===== config.mk =====
export PLATFORM = sky130hd
export DESIGN_NAME = contador_seq_ctrl
export DESIGN_NICKNAME = d
export VERILOG_FILES = /design/src/rtl/contador_pkg.sv /design/src/rtl/contador_ud_core.sv /design/src/rtl/contador_seq_ctrl.sv
export SDC_FILE = /design/constraint.sdc
export NUM_CORES = 1
export LEC_CHECK = 0
export CAP_MARGIN = 20
export CORE_ASPECT_RATIO = 0.9
export CORE_MARGIN = 10
export CORE_UTILIZATION = 29
export CTS_CLUSTER_DIAMETER = 150
export DETAILED_ROUTE_END_ITERATION = 16
export GPL_TIMING_DRIVEN = 0
export PLACE_DENSITY_LB_ADDON = 0.15
export SKIP_LAST_GASP = 1
export SYNTH_ARGS = -nofsm -noshare
export SYNTH_HDL_FRONTEND = slang
export SYNTH_SLANG_ARGS = --single-unit
export TNS_END_PERCENT = 20

===== constraint.sdc =====
create_clock -name clock -period 2.9 [get_ports clock]
set_input_delay 0.58 -clock clock [delete_from_list [all_inputs] [get_ports clock]]
set_output_delay 0.58 -clock clock [all_outputs]
set_load 0.005 [all_outputs]

===== src/rtl/contador_pkg.sv =====
// Shared types and defaults for the counter sweep sequencer.
package contador_pkg;

  localparam int CONTADOR_WIDTH   = 4;
  localparam int CONTADOR_SWEEP_W = 4;

  typedef enum logic [1:0] {
    MODE_UP     = 2'b00,
    MODE_DOWN   = 2'b01,
    MODE_BOUNCE = 2'b10,
    MODE_RSVD   = 2'b11
  } mode_t;

  typedef enum logic [1:0] {
    ST_IDLE   = 2'b00,
    ST_LOAD   = 2'b01,
    ST_RUN    = 2'b10,
    ST_FINISH = 2'b11
  } state_t;

endpackage


===== src/rtl/contador_ud_core.sv =====
// Loadable up/down counter; a load takes priority over a count step.
module contador_ud_core #(
  parameter int WIDTH = 4
) (
  input  logic             clock,
  input  logic             reset,
  input  logic             load,
  input  logic [WIDTH-1:0] load_val,
  input  logic             en,
  input  logic             dir,
  output logic [WIDTH-1:0] q
);

  always_ff @(posedge clock) begin
    if (reset) begin
      q <= '0;
    end else if (load) begin
      q <= load_val;
    end else if (en) begin
      q <= dir ? (q - WIDTH'(1)) : (q + WIDTH'(1));
    end
  end

endmodule


===== src/rtl/contador_seq_ctrl.sv =====
// Command-driven sweep sequencer: FSM, bound compare and sweep counting
// around the up/down counter core.
module contador_seq_ctrl
  import contador_pkg::*;
#(
  parameter int WIDTH   = CONTADOR_WIDTH,
  parameter int SWEEP_W = CONTADOR_SWEEP_W
) (
  input  logic               clock,
  input  logic               reset,
  input  logic               cmd_valid,
  output logic               cmd_ready,
  input  logic [1:0]         cmd_mode,
  input  logic [WIDTH-1:0]   cmd_lo,
  input  logic [WIDTH-1:0]   cmd_hi,
  input  logic [SWEEP_W-1:0] cmd_sweeps,
  input  logic               hold,
  input  logic               abort,
  output logic [WIDTH-1:0]   saida,
  output logic               dir,
  output logic               busy,
  output logic               done,
  output logic               err
);

  state_t             state;
  mode_t              mode_r;
  logic [WIDTH-1:0]   lo_r;
  logic [WIDTH-1:0]   hi_r;
  logic [SWEEP_W-1:0] sweeps_r;
  logic [SWEEP_W-1:0] sweep_cnt;
  logic [SWEEP_W-1:0] sweep_next;
  logic               dir_r;
  logic               done_r;
  logic               err_r;

  logic               accept;
  logic               cmd_ok;
  logic               run_go;
  logic               at_end;
  logic               last_sweep;

  logic               core_load;
  logic [WIDTH-1:0]   core_val;
  logic               core_en;
  logic               core_dir;
  logic [WIDTH-1:0]   count;

  assign cmd_ready  = (state == ST_IDLE);
  assign busy       = (state != ST_IDLE);
  assign accept     = cmd_valid && cmd_ready;
  assign cmd_ok     = (mode_t'(cmd_mode) != MODE_RSVD) && (cmd_lo <= cmd_hi);

  // The endpoint is the bound we are currently heading towards.
  assign at_end     = dir_r ? (count == lo_r) : (count == hi_r);
  assign sweep_next = sweep_cnt + SWEEP_W'(1);
  assign last_sweep = (sweeps_r != '0) && (sweep_next == sweeps_r);
  assign run_go     = (state == ST_RUN) && !abort && !hold;

  // Counter core steering: load the start value, step, or wrap at an endpoint.
  always_comb begin
    core_load = 1'b0;
    core_val  = lo_r;
    core_en   = 1'b0;
    core_dir  = dir_r;
    if ((state == ST_LOAD) && !abort) begin
      core_load = 1'b1;
      core_val  = (mode_r == MODE_DOWN) ? hi_r : lo_r;
    end else if (run_go) begin
      if (!at_end) begin
        core_en = 1'b1;
      end else if (!last_sweep) begin
        case (mode_r)
          MODE_UP: begin
            core_load = 1'b1;
            core_val  = lo_r;
          end
          MODE_DOWN: begin
            core_load = 1'b1;
            core_val  = hi_r;
          end
          MODE_BOUNCE: begin
            // Turn around with no dwell; a zero-width range has nowhere to go.
            if (lo_r != hi_r) begin
              core_en  = 1'b1;
              core_dir = ~dir_r;
            end
          end
          default: begin
            core_load = 1'b0;
          end
        endcase
      end
    end
  end

  contador_ud_core #(
    .WIDTH (WIDTH)
  ) u_core (
    .clock    (clock),
    .reset    (reset),
    .load     (core_load),
    .load_val (core_val),
    .en       (core_en),
    .dir      (core_dir),
    .q        (count)
  );

  // Command latch: plain data, only written on an accepted command.
  always_ff @(posedge clock) begin
    if (accept && cmd_ok) begin
      mode_r   <= mode_t'(cmd_mode);
      lo_r     <= cmd_lo;
      hi_r     <= cmd_hi;
      sweeps_r <= cmd_sweeps;
    end
  end

  // Control FSM, direction, sweep count and the done/err pulses.
  always_ff @(posedge clock) begin
    if (reset) begin
      state     <= ST_IDLE;
      dir_r     <= 1'b0;
      sweep_cnt <= '0;
      done_r    <= 1'b0;
      err_r     <= 1'b0;
    end else begin
      done_r <= 1'b0;
      err_r  <= 1'b0;
      case (state)
        ST_IDLE: begin
          if (accept) begin
            if (cmd_ok) begin
              state <= ST_LOAD;
            end else begin
              err_r <= 1'b1;
            end
          end
        end
        ST_LOAD: begin
          if (abort) begin
            state <= ST_IDLE;
          end else begin
            dir_r     <= (mode_r == MODE_DOWN);
            sweep_cnt <= '0;
            state     <= ST_RUN;
          end
        end
        ST_RUN: begin
          if (abort) begin
            state <= ST_IDLE;
          end else if (!hold && at_end) begin
            sweep_cnt <= sweep_next;
            if (last_sweep) begin
              state  <= ST_FINISH;
              done_r <= 1'b1;
            end else if (mode_r == MODE_BOUNCE) begin
              dir_r <= ~dir_r;
            end
          end
        end
        ST_FINISH: begin
          state <= ST_IDLE;
        end
        default: begin
          state <= ST_IDLE;
        end
      endcase
    end
  end

  assign saida = count;
  assign dir   = dir_r;
  assign done  = done_r;
  assign err   = err_r;

endmodule


Word-level counts from Yosys, hierarchy flattened:

Cells that the tools add are included.

* register bits after elaboration: 27
* logic and storage cells: 105

* add/sub/neg operators: 3
* order comparisons: 1
* equal/unequal tests: 19
* multiplexer cells: 45
* bitwise logic cells: 5
* reduce and logical (&&, ||, !) cells: 22

Operators by type and width (count)
* $mux W4: 11
* $mux W1: 25
* $eq A4 B4 Y1: 3
* $mux W2: 6
* $add A4 B1 Y4 const B: 2
* $logic_and A1 B1 Y1: 8
* $ne A2 B1 Y1 const B: 4
* $ne A2 B2 Y1 const B: 4
* $pmux W2 S4: 1
* $pmux W4 S2: 1
* $reduce_and A4 Y1: 2
* $eq A2 B2 Y1 const B: 3
* $reduce_and A6 Y1: 1
* $reduce_bool A2 Y1: 3
* $not A1 Y1: 5
* $eq A2 B1 Y1 const B: 2
* $le A4 B4 Y1: 1
* $logic_not A2 Y1: 2
* $ne A4 B4 Y1: 1
* $reduce_bool A4 Y1: 1
* $reduce_or A4 Y1: 1
* $sub A4 B1 Y4 const B: 1
* $ne A3 B2 Y1 const B: 1
* $ne A3 B3 Y1 const B: 1
* other kinds (4): 5

Longest topological paths before layout:

Gate-level depths: netlist (run 1).

* depth in word-level cells: 10
* gate-level depth with buffers: 14
* depth with buffers taken out: 13

Modules after synthesis:

From an unflattened synthesis (run 1), not the netlist that was laid out.

* cells, all modules: 148
* area total of the unflattened synthesis: 1607.8 sq um

By module, submodules not included
* contador_seq_ctrl: times used 1, cells each 114, area an instance 1305.0 sq um, seq. area each 600.6 sq um
* contador_ud_core: times used 1, cells each 34, area an instance 302.8 sq um, seq. area each 80.1 sq um

Worst setup path before layout (run 1):

Ideal clock, no wire load.

* path kind: register to register
* start: register sweep_cnt[0]
* end: register u_core.q[3]
* arrival time: 3072 ps
* data required time: 2826 ps
* slack: -247 ps
* stages on the path, launching flop included: 14
* buffers on the path: 0
* period minus slack after synthesis: 3147 ps
* cells stage by stage: dfxtp_1 ha_1 nor4b_1 nor3_2 a311oi_2 nand2_1 xnor2_1 ha_1 a21o_1 a21oi_1 xor2_1 or3_1 a21o_1 a31oi_1

* longest elaborated chain between the ends: 10
* elaborated cells on any way between the ends: 23

RTL lines
* start: declaration: RTL line contador_seq_ctrl.sv:31 `logic [SWEEP_W-1:0] sweep_cnt;`
* start signal: assignment: RTL line contador_seq_ctrl.sv:153 `sweep_cnt <= sweep_next;`
* $add A4 B1 Y4 (*): RTL line contador_seq_ctrl.sv:56 `assign sweep_next = sweep_cnt + SWEEP_W'(1);`
* $eq A4 B4 Y1 (*): RTL line contador_seq_ctrl.sv:57 `assign last_sweep = (sweeps_r != '0) && (sweep_next == sweeps_r);`
* $logic_and A1 B1 Y1 (*): RTL line contador_seq_ctrl.sv:57
* $mux W1: RTL line contador_seq_ctrl.sv:72 `end else if (!last_sweep) begin`
* $mux W1: RTL line contador_seq_ctrl.sv:70 `if (!at_end) begin`
* $mux W1: RTL line contador_seq_ctrl.sv:69 `end else if (run_go) begin`
* $mux W1: RTL line contador_seq_ctrl.sv:66 `if ((state == ST_LOAD) && !abort) begin`
* $mux W4: RTL line contador_ud_core.sv:20 `q <= dir ? (q - WIDTH'(1)) : (q + WIDTH'(1));`
* $mux W4: RTL line contador_ud_core.sv:19 `end else if (en) begin`
* $mux W4: RTL line contador_ud_core.sv:17 `end else if (load) begin`
* end signal: assignment: RTL line contador_ud_core.sv:18 `q <= load_val;`
* end signal: assignment: RTL line contador_ud_core.sv:20
* end: declaration: RTL line contador_ud_core.sv:11 `output logic [WIDTH-1:0] q`

Every way passes the cells marked *; elsewhere a longest branch is shown, timed or not. The select of a mux whose other input is x is not followed.
A chain may end at the register's enable or synchronous reset.

Worst setup path in the final report (run 1):

* start: register sweep_cnt[1]
* end: register u_core.q[3]

Same word-level chain as after synthesis.

==> results of run 1 <==
cells in the final DEF, fill, tap and decap left out, types with 2 or more instances in the layout:
cell / Yosys / final
a21oi_1: 6 / 5
xor2_1: 13 / 11
a211oi_1: 6 / 6
dfxtp_1: 13 / 10
nand4b_1: 2 / 2
nor2_1: 12 / 10
nand3b_1: 2 / 2
buf_4: 0 / 7
nand2b_1: 3 / 3
o21a_1: 3 / 3
nand2_1: 8 / 8
xnor2_1: 5 / 3
a31oi_1: 3 / 3
clkdlybuf4s50_1: 0 / 27
edfxtp_1: 14 / 14
a21o_1: 2 / 2
mux2_2: 4 / 4
xnor2_2: 0 / 2
nand4_1: 2 / 2
or3_1: 2 / 2
dfxtp_2: 0 / 2
nand3_1: 3 / 3
nor3_2: 2 / 2
mux2i_1: 6 / 4
o21ai_0: 3 / 3
nor2_4: 0 / 2
ha_1: 7 / 6
xor2_2: 0 / 2
inv_1: 5 / 5
clkbuf_8: 0 / 3
mux2i_2: 0 / 2
layer usage:
layer,up-vias,wire [um]
met3,4,226
met2,38,1568
met1,564,1778
met4,0,25
met5,-,0
li1,612,-
registers in the layout (all words and copies together), names as in the netlist, 2 cells and up:
name,flops
hi_r,4
lo_r,4
sweep_cnt,4
sweeps_r,4
u_core.q,4
mode_r,2
state,2
stage by stage:
| step | total power [uW] | setup WS (ns) |
|---|---|---|
| 2_1_floorplan | 514.4 | -0.02460 |
| 3_3_place_gp | 571.8 | -0.5373 |
| 3_5_place_dp | 574.4 | -0.6220 |
| 4_1_cts | 813.5 | -0.1021 |
| 5_1_grt | 857.7 | -0.3081 |
| 6_report | 809.4 | -0.1146 |
critical path: cells and delay by family, from the launching register on:
family / cells / cell delay, ns
compound gates: 5 / 1.00
simple gates: 4 / 0.80
fa+ha+maj: 2 / 0.55
flops: 1 / 0.35
xor+xnor: 2 / 0.26
final timing paths:
kind / slack, ns / cells past startpoint / from / end
setup / recovery: -0.11 / 13 / sweep_cnt[1] / u_core.q[3]
hold / removal: 0.49 / 2 / sweep_cnt[1] / sweep_cnt[1]
setup reg to reg: -0.11 / 13 / sweep_cnt[1] / u_core.q[3]
hold reg to reg: 0.49 / 2 / sweep_cnt[1] / sweep_cnt[1]
timing repair:
| action | 4_1_cts | 5_1_grt |
|---|---|---|
| pin swaps | 7 | 3 |
| cloned | 0 | 0 |
| resized for setup | 7 | 3 |
| setup endpoints to repair | 15 | 15 |
| buffers inserted | 6 | 2 |
report_power, final:
part / leakage, uW / switching (uW) / internal [uW] / total (uW)
Sequential: 0.000237 / 18.2 / 422 / 440
Clock: 0.0000261 / 127 / 101 / 228
Combinational: 0.000525 / 64.2 / 77.5 / 142
Total: 0.000788 / 209 / 600 / 809
kinds of logic (layout without fill, tap and decap cells):
kind of cell	count (synthesis)	in the layout	share of synthesized area
buffers and inverters	7	46	0.02172
muxes	10	10	0.06758
AOI/OAI and AO/OA	31	31	0.1432
xor gates and xnor gates	18	18	0.1014
adders and majority gates	8	8	0.06919
DFF	27	27	0.4376
and+or+nand+nor	44	44	0.1593
final cells by class:
class / instances / area, um2
Clock inverter: 1 / 8.758
Inverter: 5 / 18.77
Clock buffer: 3 / 41.29
Multi-Input combinational cell: 111 / 924.6
Tap cell: 67 / 83.83
Fill cell: 519 / 3102
Buffer: 2 / 15.01
Sequential cell: 27 / 686.9
Timing Repair Buffer: 35 / 342.8
==> flow_summary_export.csv, run 1 <==
group,metric,value,unit
status,status,"complete, but fails checks",
status,violations,"negative setup slack",
synth,avgSynthCellArea,10.73,um2
worst_setup_path,start_kind,"register",
clock_tree,cts.sinks,27,
layout,finish.utilization,0.4062,
synth,ys_types,42,
global_routing,gr-usage-met2,0.1353,
synth,synth_ff_type,"edfxtp_1",
synth,ys_seq_area_frac,0.4377,
sta,setup_tns,-0.1146,ns
clock_tree,clockRootBuffer,"clkbuf_8",
layout,stdcell_area,0.002122,mm2
power,p_leak,0.0007882,uW
place,portBuffers,27,
synth,synth_area_leaders,"edfxtp_1, dfxtp_1, xor2_1, ha_1, mux2i_1",
sta,rsz0062_at_grt,"true",
clock_tree,h-tree-depth,1,
sta,worst_slack,-0.1146,ns
layout,stdcell_count,251,
global_routing,grt_first_pass_wirelength,6078,um
synth,synth_edf_count,14,
route,wl_per_cell,14.34,um
sta,fin_crit_sh,1.040,
synth,async_flop_share,0,
synth,ys_warn_count,0,
global_routing,grt_antenna_before_repair,0,
clock_tree,insertion_delay,0.28,ns
die,fp-row-count,25,
die,num_io_pins,28,
worst_setup_path,critPathArrivalTime,3.23,ns
worst_setup_path,crit_chain,"ha_4 -> nor4b_4 -> nor3_2 -> a311oi_2 -> nand2_1 -> xnor2_2 -> ha_1 -> a21o_1 -> a21oi_2 -> xor2_1 -> or3_1 -> a21o_1 -> a31oi_1",
route,ant_nets,0,
worst_setup_path,end_kind,"register",
sta,maxSlewViolCount,0,
layout,syn_to_final_growth,36.44,%
layout,diodes,0,
power,ir_drop,0.0002173,V
sta,tightest_slew,0.4982,ns
route,drc,0,
run,cap_viol_max_count,0,
sta,min_period,3.015,ns
synth,syn_area,0.001555,mm2
route,via_count,1218,
worst_setup_path,crit_fanout,4,
synth,synth.most_common_cell,"edfxtp_1",
synth,syn_inst,145,
sta,timing.slew.headroom,0.6679,
route,vias_per_cell,4.853,
clock_tree,cts_tree,"yes",
synth,synth_top_area_share,0.2703,
clock_tree,cts_buffer_depth,2,
worst_setup_path,critPathMaxStageDelay,0.35,ns
sta,max_freq,331.7,MHz
layout,drive_above_1_share,0.2065,
route,routed_wirelength,3599,um
global_routing,grt_pass1_vias,1283,
synth,synth_commonest_cells,"edfxtp_1, dfxtp_1, xor2_1",
clock_tree,holdBufCountCts,0,
sta,hold_ws,0.4928,ns
global_routing,grt.overflow.total,0,
die,initial_core_util,0.2977,
worst_hold_path,hold_path.class,"register to register",
global_routing,grt_use_total,0.08352,
place,place_area,0.001953,mm2
global_routing,gr-max-usage-layer,"met2",
place,dp_hpwl,2880,um
worst_setup_path,cp_common_cell,"a21o_1",
power,power.density,381.4,mW/mm2
layout,nets,212,
die,chipHeight,89.48,um
synth,synth_area_leader_cell,"edfxtp_1",
worst_setup_path,crit_required,3.11,ns
sta,finalHoldViolations,0,
worst_setup_path,path_class,"register to register",
die,dieArea,0.008697,mm2
synth,ys_seq_elements,27,
global_routing,grt_max_degree,18,
clock_tree,cts_made_buffers,3,
global_routing,grt_util_met3,0.02859,
route,drt_iter0_markers,106,
worst_setup_path,crit_slowest_cell,"dfxtp_2",
place,dp.cells,239,
place,gp_congestion,0.8252,
clock_tree,clk_pin_slew,0.10,ns
sta,setup_viol,1,
sta,skew,0.001085,ns
die,die_w,97.20,um
global_routing,grtUsageMet1,0.1058,
die,core-area,0.005224,mm2
synth,synth_fp_nets,172,
route,drt-pass1-iter-count,4,
Power figures use the tool's default switching activity.
==> run 2, diff against run 1 <==
DONT_BUFFER_PORTS = 1   (was not set)
HOLD_SLACK_MARGIN = 0.08   (was not set)
==> flow_summary_export.csv, run 2 (synthesis results as in run 1) <==
group,metric,value,unit
status,status,"complete, but fails checks",
status,violations,"negative setup slack",
global_routing,grt_max_degree,18,
die,core-area,0.005224,mm2
sta,fin_crit_sh,1.054,
route,vias_per_cell,5.022,
global_routing,grt_pass1_vias,1170,
sta,tightest_slew,0.5218,ns
sta,setup_viol,1,
layout,nets,186,
worst_setup_path,crit_fanout,4,
place,dp_hpwl,2789,um
worst_hold_path,holdPathStages,1,
layout,finish.utilization,0.3478,
global_routing,grt_antenna_before_repair,0,
sta,setup_tns,-0.1561,ns
place,portBuffers,0,
place,gp_congestion,0.7996,
clock_tree,cts_buffer_depth,2,
die,dieArea,0.008697,mm2
sta,finalHoldViolations,0,
route,wl_per_cell,16.33,um
worst_setup_path,worst_r2r_endpoint,"u_core.q[3]",
route,drt_iter0_markers,85,
route,ant_nets,0,
route,routed_wirelength,3674,um
worst_setup_path,critPathMaxStageDelay,0.37,ns
run,cap_viol_max_count,0,
route,drc,0,
die,initial_core_util,0.2977,
worst_setup_path,crit_chain,"ha_4 -> xor2_1 -> xnor2_1 -> a311oi_2 -> nand2_1 -> xnor2_2 -> ha_1 -> a21o_1 -> a21oi_2 -> xor2_1 -> or3_1 -> a21o_1 -> a31oi_1",
clock_tree,clockRootBuffer,"clkbuf_8",
sta,rsz0062_at_grt,"true",
global_routing,grt_first_pass_wirelength,6092,um
layout,drive_above_1_share,0.2152,
clock_tree,insertion_delay,0.28,ns
worst_setup_path,end_kind,"register",
clock_tree,cts.sinks,27,
worst_setup_path,start_kind,"register",
global_routing,grt_use_total,0.08675,
die,chipHeight,89.48,um
sta,skew,0.003097,ns
worst_setup_path,reg2regPathDepth,13,
clock_tree,holdBufCountCts,0,
layout,diodes,0,
power,power.density,420.5,mW/mm2
layout,stdcell_area,0.001817,mm2
place,place_area,0.001683,mm2
global_routing,grt.overflow.total,0,
sta,worst_slack,-0.1561,ns
clock_tree,clk_pin_slew,0.10,ns
clock_tree,cts_tree,"yes",
worst_hold_path,hold_path.class,"primary input to register",
worst_setup_path,regToRegSetupSlack,-0.16,ns
worst_setup_path,crit_required,3.11,ns
sta,min_period,3.056,ns
die,num_io_pins,28,
worst_hold_path,hold_start,"abort",
layout,stdcell_count,225,
worst_setup_path,path_class,"register to register",
layout,layout_common_cells,"edfxtp_1, xor2_1, nor2_1, dfxtp_1, buf_4",
layout,final_common_cell,"edfxtp_1",
sta,timing.slew.headroom,0.6521,
layout,syn_to_final_growth,16.81,%
clock_tree,h-tree-depth,1,
die,die_w,97.20,um
route,drt-pass1-iter-count,4,
worst_hold_path,holdPathEnd,"state[1]",
place,dp.cells,212,
worst_setup_path,r2r_start,"sweep_cnt[0]",
die,fp-row-count,25,
route,via_count,1130,
sta,maxSlewViolCount,0,
power,p_leak,0.0006805,uW
worst_setup_path,critPathArrivalTime,3.27,ns
power,ir_drop,0.0001991,V
sta,max_freq,327.2,MHz
clock_tree,cts_made_buffers,3,
worst_setup_path,crit_slowest_cell,"dfxtp_4",
run 2: changes by cell type in the layout (fill, tap and decap cells not counted), moves of 2 or more:
| cell | before | now |
|---|---|---|
| clkdlybuf4s50_1 | 27 | 0 |
| xor2_1 | 11 | 13 |
| buf_4 | 7 | 9 |
| xor2_2 | 2 | 0 |
run 2: per-stage QoR:
stage               hold slack, ns  worst slack (ns)  power [uW]
floorplan                   0.4536          -0.02460       514.4
global placement            0.4716           -0.3755       534.9
detailed placement          0.4772           -0.4497       536.0
CTS                         0.3589           -0.1396       774.4
global route                0.3564           -0.3537       806.6
finish                      0.3614           -0.1561       764.0
run 2: area by class of cell:
cell class              count  area [um2]
plain buffers               2       18.77
flip-flops and latches     27       686.9
multi-input cells         111       890.9
fillers                   534        3407
inverters                   5       18.77
well taps                  67       83.83
repair buffers              9       67.56
clock buffers               3       41.29
clock inverters             1       8.758
run 2: critical path: cells and delay by family, from the launching register on:
| kind | cells | cell delay, ns |
|---|---|---|
| flip-flops | 1 | 0.37 |
| AO/OA/AOI/OAI | 5 | 1.04 |
| adder cells (fa/ha/maj) | 2 | 0.45 |
| XOR/XNOR | 4 | 0.64 |
| AND/OR/NAND/NOR | 2 | 0.48 |
run 2: per-layer routing:
| layer | share of wire | vias up | GRT usage |
|---|---|---|---|
| met5 | 0 | - | 0 |
| met4 | 0.0093 | 0 | 0.02410 |
| met3 | 0.090 | 4 | 0.03864 |
| met2 | 0.43 | 37 | 0.1305 |
| met1 | 0.47 | 526 | 0.1097 |
| li1 | - | 563 | - |
run 2: power by group:
part / switching, uW / internal [uW]
clock: 128 / 101
sequential: 19.1 / 422
combinational: 52.1 / 41.8
run 2: worst max-delay path by stage:
stage | startpoint | cells after the start | to | slack (ns)
detailed placement | dir | 14 | u_core.q[3] | -0.45
finish | sweep_cnt[0] | 13 | u_core.q[3] | -0.16
global placement | dir | 14 | u_core.q[3] | -0.38
global route | sweep_cnt[1] | 13 | u_core.q[3] | -0.35
floorplan | sweep_cnt[0] | 13 | u_core.q[3] | -0.02
CTS | sweep_cnt[1] | 13 | u_core.q[3] | -0.14
run 2: timing repair:
action	CTS	global route
pin swaps	5	0
endpoints found under the setup margin	1	1
buffers inserted	8	0
resized for setup	4	1
==> run 3, diff against run 2 <==
ABC_AREA = 1   (was not set)
CORE_UTILIZATION = 36   (was 29)
GPL_ROUTABILITY_DRIVEN = 0   (was not set)
==> flow_summary_export.csv, run 3 <==
group,metric,value,unit
route,ant_nets,0,
synth,syn_area,0.001654,mm2
place,portBuffers,0,
die,chipHeight,84.31,um
sta,setup_tns,0,ns
die,core-area,0.004461,mm2
synth,ys_seq_area_frac,0.4115,
layout,layout_common_cells,"nand2_1, inv_1, nand3_1, edfxtp_1",
die,dieArea,0.007710,mm2
global_routing,grt_max_degree,15,
layout,syn_to_final_growth,10.97,%
clock_tree,clockRootBuffer,"clkbuf_8",
power,power.density,460.6,mW/mm2
power,p_leak,0.0007734,uW
layout,final_common_cell,"nand2_1",
sta,max_freq,392.1,MHz
synth,synth_commonest_cells,"nand2_1, inv_1, nand3_1",
synth,synth_fp_nets,237,
route,via_count,1306,
sta,maxSlewViolCount,0,
power,combPwrFrac,0.201,
power,p_int,598.0,uW
global_routing,grt_pass1_vias,1275,
layout,finish.utilization,0.4115,
route,drc,0,
synth,avgSynthCellArea,7.877,um2
synth,synth_top_area_share,0.2542,
worst_setup_path,critPathArrivalTime,2.76,ns
route,drt-pass1-iter-count,4,
worst_hold_path,hold_path.class,"primary input to register",
synth,synth_area_leader_cell,"edfxtp_1",
power,ir_drop,0.0002851,V
global_routing,grt_first_pass_wirelength,6410,um
worst_hold_path,holdPathStages,1,
synth,syn_inst,210,
sta,setup_viol,0,
power,switching_share,0.2926,
synth,synth_top_family_by_area,"simple AND/OR/NAND/NOR gates",
worst_setup_path,path_class,"register to register",
power,p_switching,247.4,uW
clock_tree,cts_buffer_depth,2,
layout,multi_input_area,878.3,um2
sta,min_period,2.550,ns
clock_tree,holdBufCountCts,0,
synth,synth-simple-area-share,0.2890,
synth,async_flop_share,0,
worst_setup_path,crit_fanout,6,
die,die_w,91.45,um
sta,rsz0062_at_grt,"false",
worst_setup_path,crit_required,3.11,ns
synth,synth.most_common_cell,"nand2_1",
synth,synth_area_leaders,"edfxtp_1, dfxtp_1, nand2_1, inv_1, nand3_1",
synth,synth_edf_count,14,
power,seq_power_share,0.549,
die,num_io_pins,28,
die,initial_core_util,0.3708,
synth,ys_warn_count,0,
route,wl_per_cell,12.62,um
synth,ys_seq_elements,27,
global_routing,grt_use_total,0.09674,
place,dp_hpwl,2777,um
synth,synth_fa_ha_area_frac,0.06505,
synth,synth_compound_area_frac,0.1195,
clock_tree,cts.sinks,27,
synth,synth_mux_area_frac,0.01362,
route,drt_iter0_markers,151,
worst_setup_path,start_kind,"register",
sta,finalHoldViolations,0,
clock_tree,cts_made_buffers,3,
sta,tightest_slew,0.4597,ns
status,status,"completed",
layout,n_fill_cell,455,
route,vias_per_cell,4.681,
clock_tree,clk_pin_slew,0.09,ns
layout,final-seq-area,684.4,um2
sta,fin_crit_sh,0.8795,
clock_tree,h-tree-depth,1,
synth,synth_ff_type,"edfxtp_1",
sta,skew,0.002544,ns
route,routed_wirelength,3520,um
global_routing,grt_antenna_before_repair,0,
sta,timing.slew.headroom,0.6935,
worst_setup_path,reg2regPathDepth,17,
power,clkPwrFrac,0.250,
layout,nets,245,
synth,ys_types,35,
layout,diodes,0,
clock_tree,insertion_delay,0.27,ns
global_routing,grt.overflow.total,0,
die,fp-row-count,23,
clock_tree,cts_tree,"yes",
synth,synth-xor-area-share,0.02648,
run,cap_viol_max_count,0,
layout,drive_above_1_share,0.1521,
worst_setup_path,end_kind,"register",
run 3: repair_timing:
action / in CTS / in global routing
setup buffers: 0 / 2
resized for setup: 0 / 9
endpoints found under the setup margin: 0 / 2
run 3: path summary, 6_finish.rpt:
kind	slack, ns	startpoint	endpoint
setup / recovery	0.35	sweep_cnt[0]	u_core.q[3]
hold / removal	0.37	reset	state[1]
setup reg to reg	0.35	sweep_cnt[0]	u_core.q[3]
hold reg to reg	0.56	sweep_cnt[0]	sweep_cnt[0]
run 3: critical path, cell delays in order (launching register included):
cell	delay (ns)
dfxtp_2	0.36
ha_1	0.33
nand2_1	0.08
nand2_1	0.05
nor2_1	0.10
nand3_1	0.13
nor2_4	0.18
nor2_2	0.07
nand3_1	0.11
nand2_2	0.12
ha_4	0.30
nand3_1	0.07
nand2_1	0.10
xor2_1	0.18
inv_1	0.05
nand2_1	0.06
nand3_1	0.08
a21oi_2	0.12
run 3: per-stage QoR:
stage	total power (uW)	worst slack, ns	hold slack (ns)	instance area (um2)	instances
floorplan	594.8	0.5200	0.5231	1654	210
CTS	841.6	0.1087	0.3603	1777	276
finish	845.4	0.3496	0.3690	1836	279
global route	904.4	0.007327	0.3573	1836	279
detailed placement	630.2	0.1359	0.5722	1732	272
global placement	630.7	0.1524	0.5686	1732	272
run 3: cell families after synthesis:
kind of cell,after synthesis
buffers and inverters,33
AOI/OAI and AO/OA,33
xor gates and xnor gates,5
muxes,2
adders and majority gates,8
DFF,27
and+or+nand+nor,102
run 3: metal layers:
layer / global-route usage / part of all wire
met5: 0 / 0
met4: 0.01707 / 0.0034
met3: 0.03470 / 0.072
met2: 0.1369 / 0.41
met1: 0.1374 / 0.52
run 3: area by class of cell:
type / instances / share of cell area
multi-input combinational: 150 / 0.4785
sequential: 27 / 0.3729
inverter: 32 / 0.06544
tap: 62 / 0.04226
clock buffer: 4 / 0.02454
timing repair buffer: 3 / 0.01431
buffer: 1 / 0.002045
run 3: power by group through the flow:
| stage | logic, uW | registers (uW) | clock network (uW) |
|---|---|---|---|
| detailed placement | 158 | 472 | 0 |
| global placement | 158 | 472 | 0 |
| finish | 170 | 464 | 211 |
| CTS | 159 | 464 | 219 |
| floorplan | 131 | 464 | 0 |
| global route | 199 | 470 | 235 |
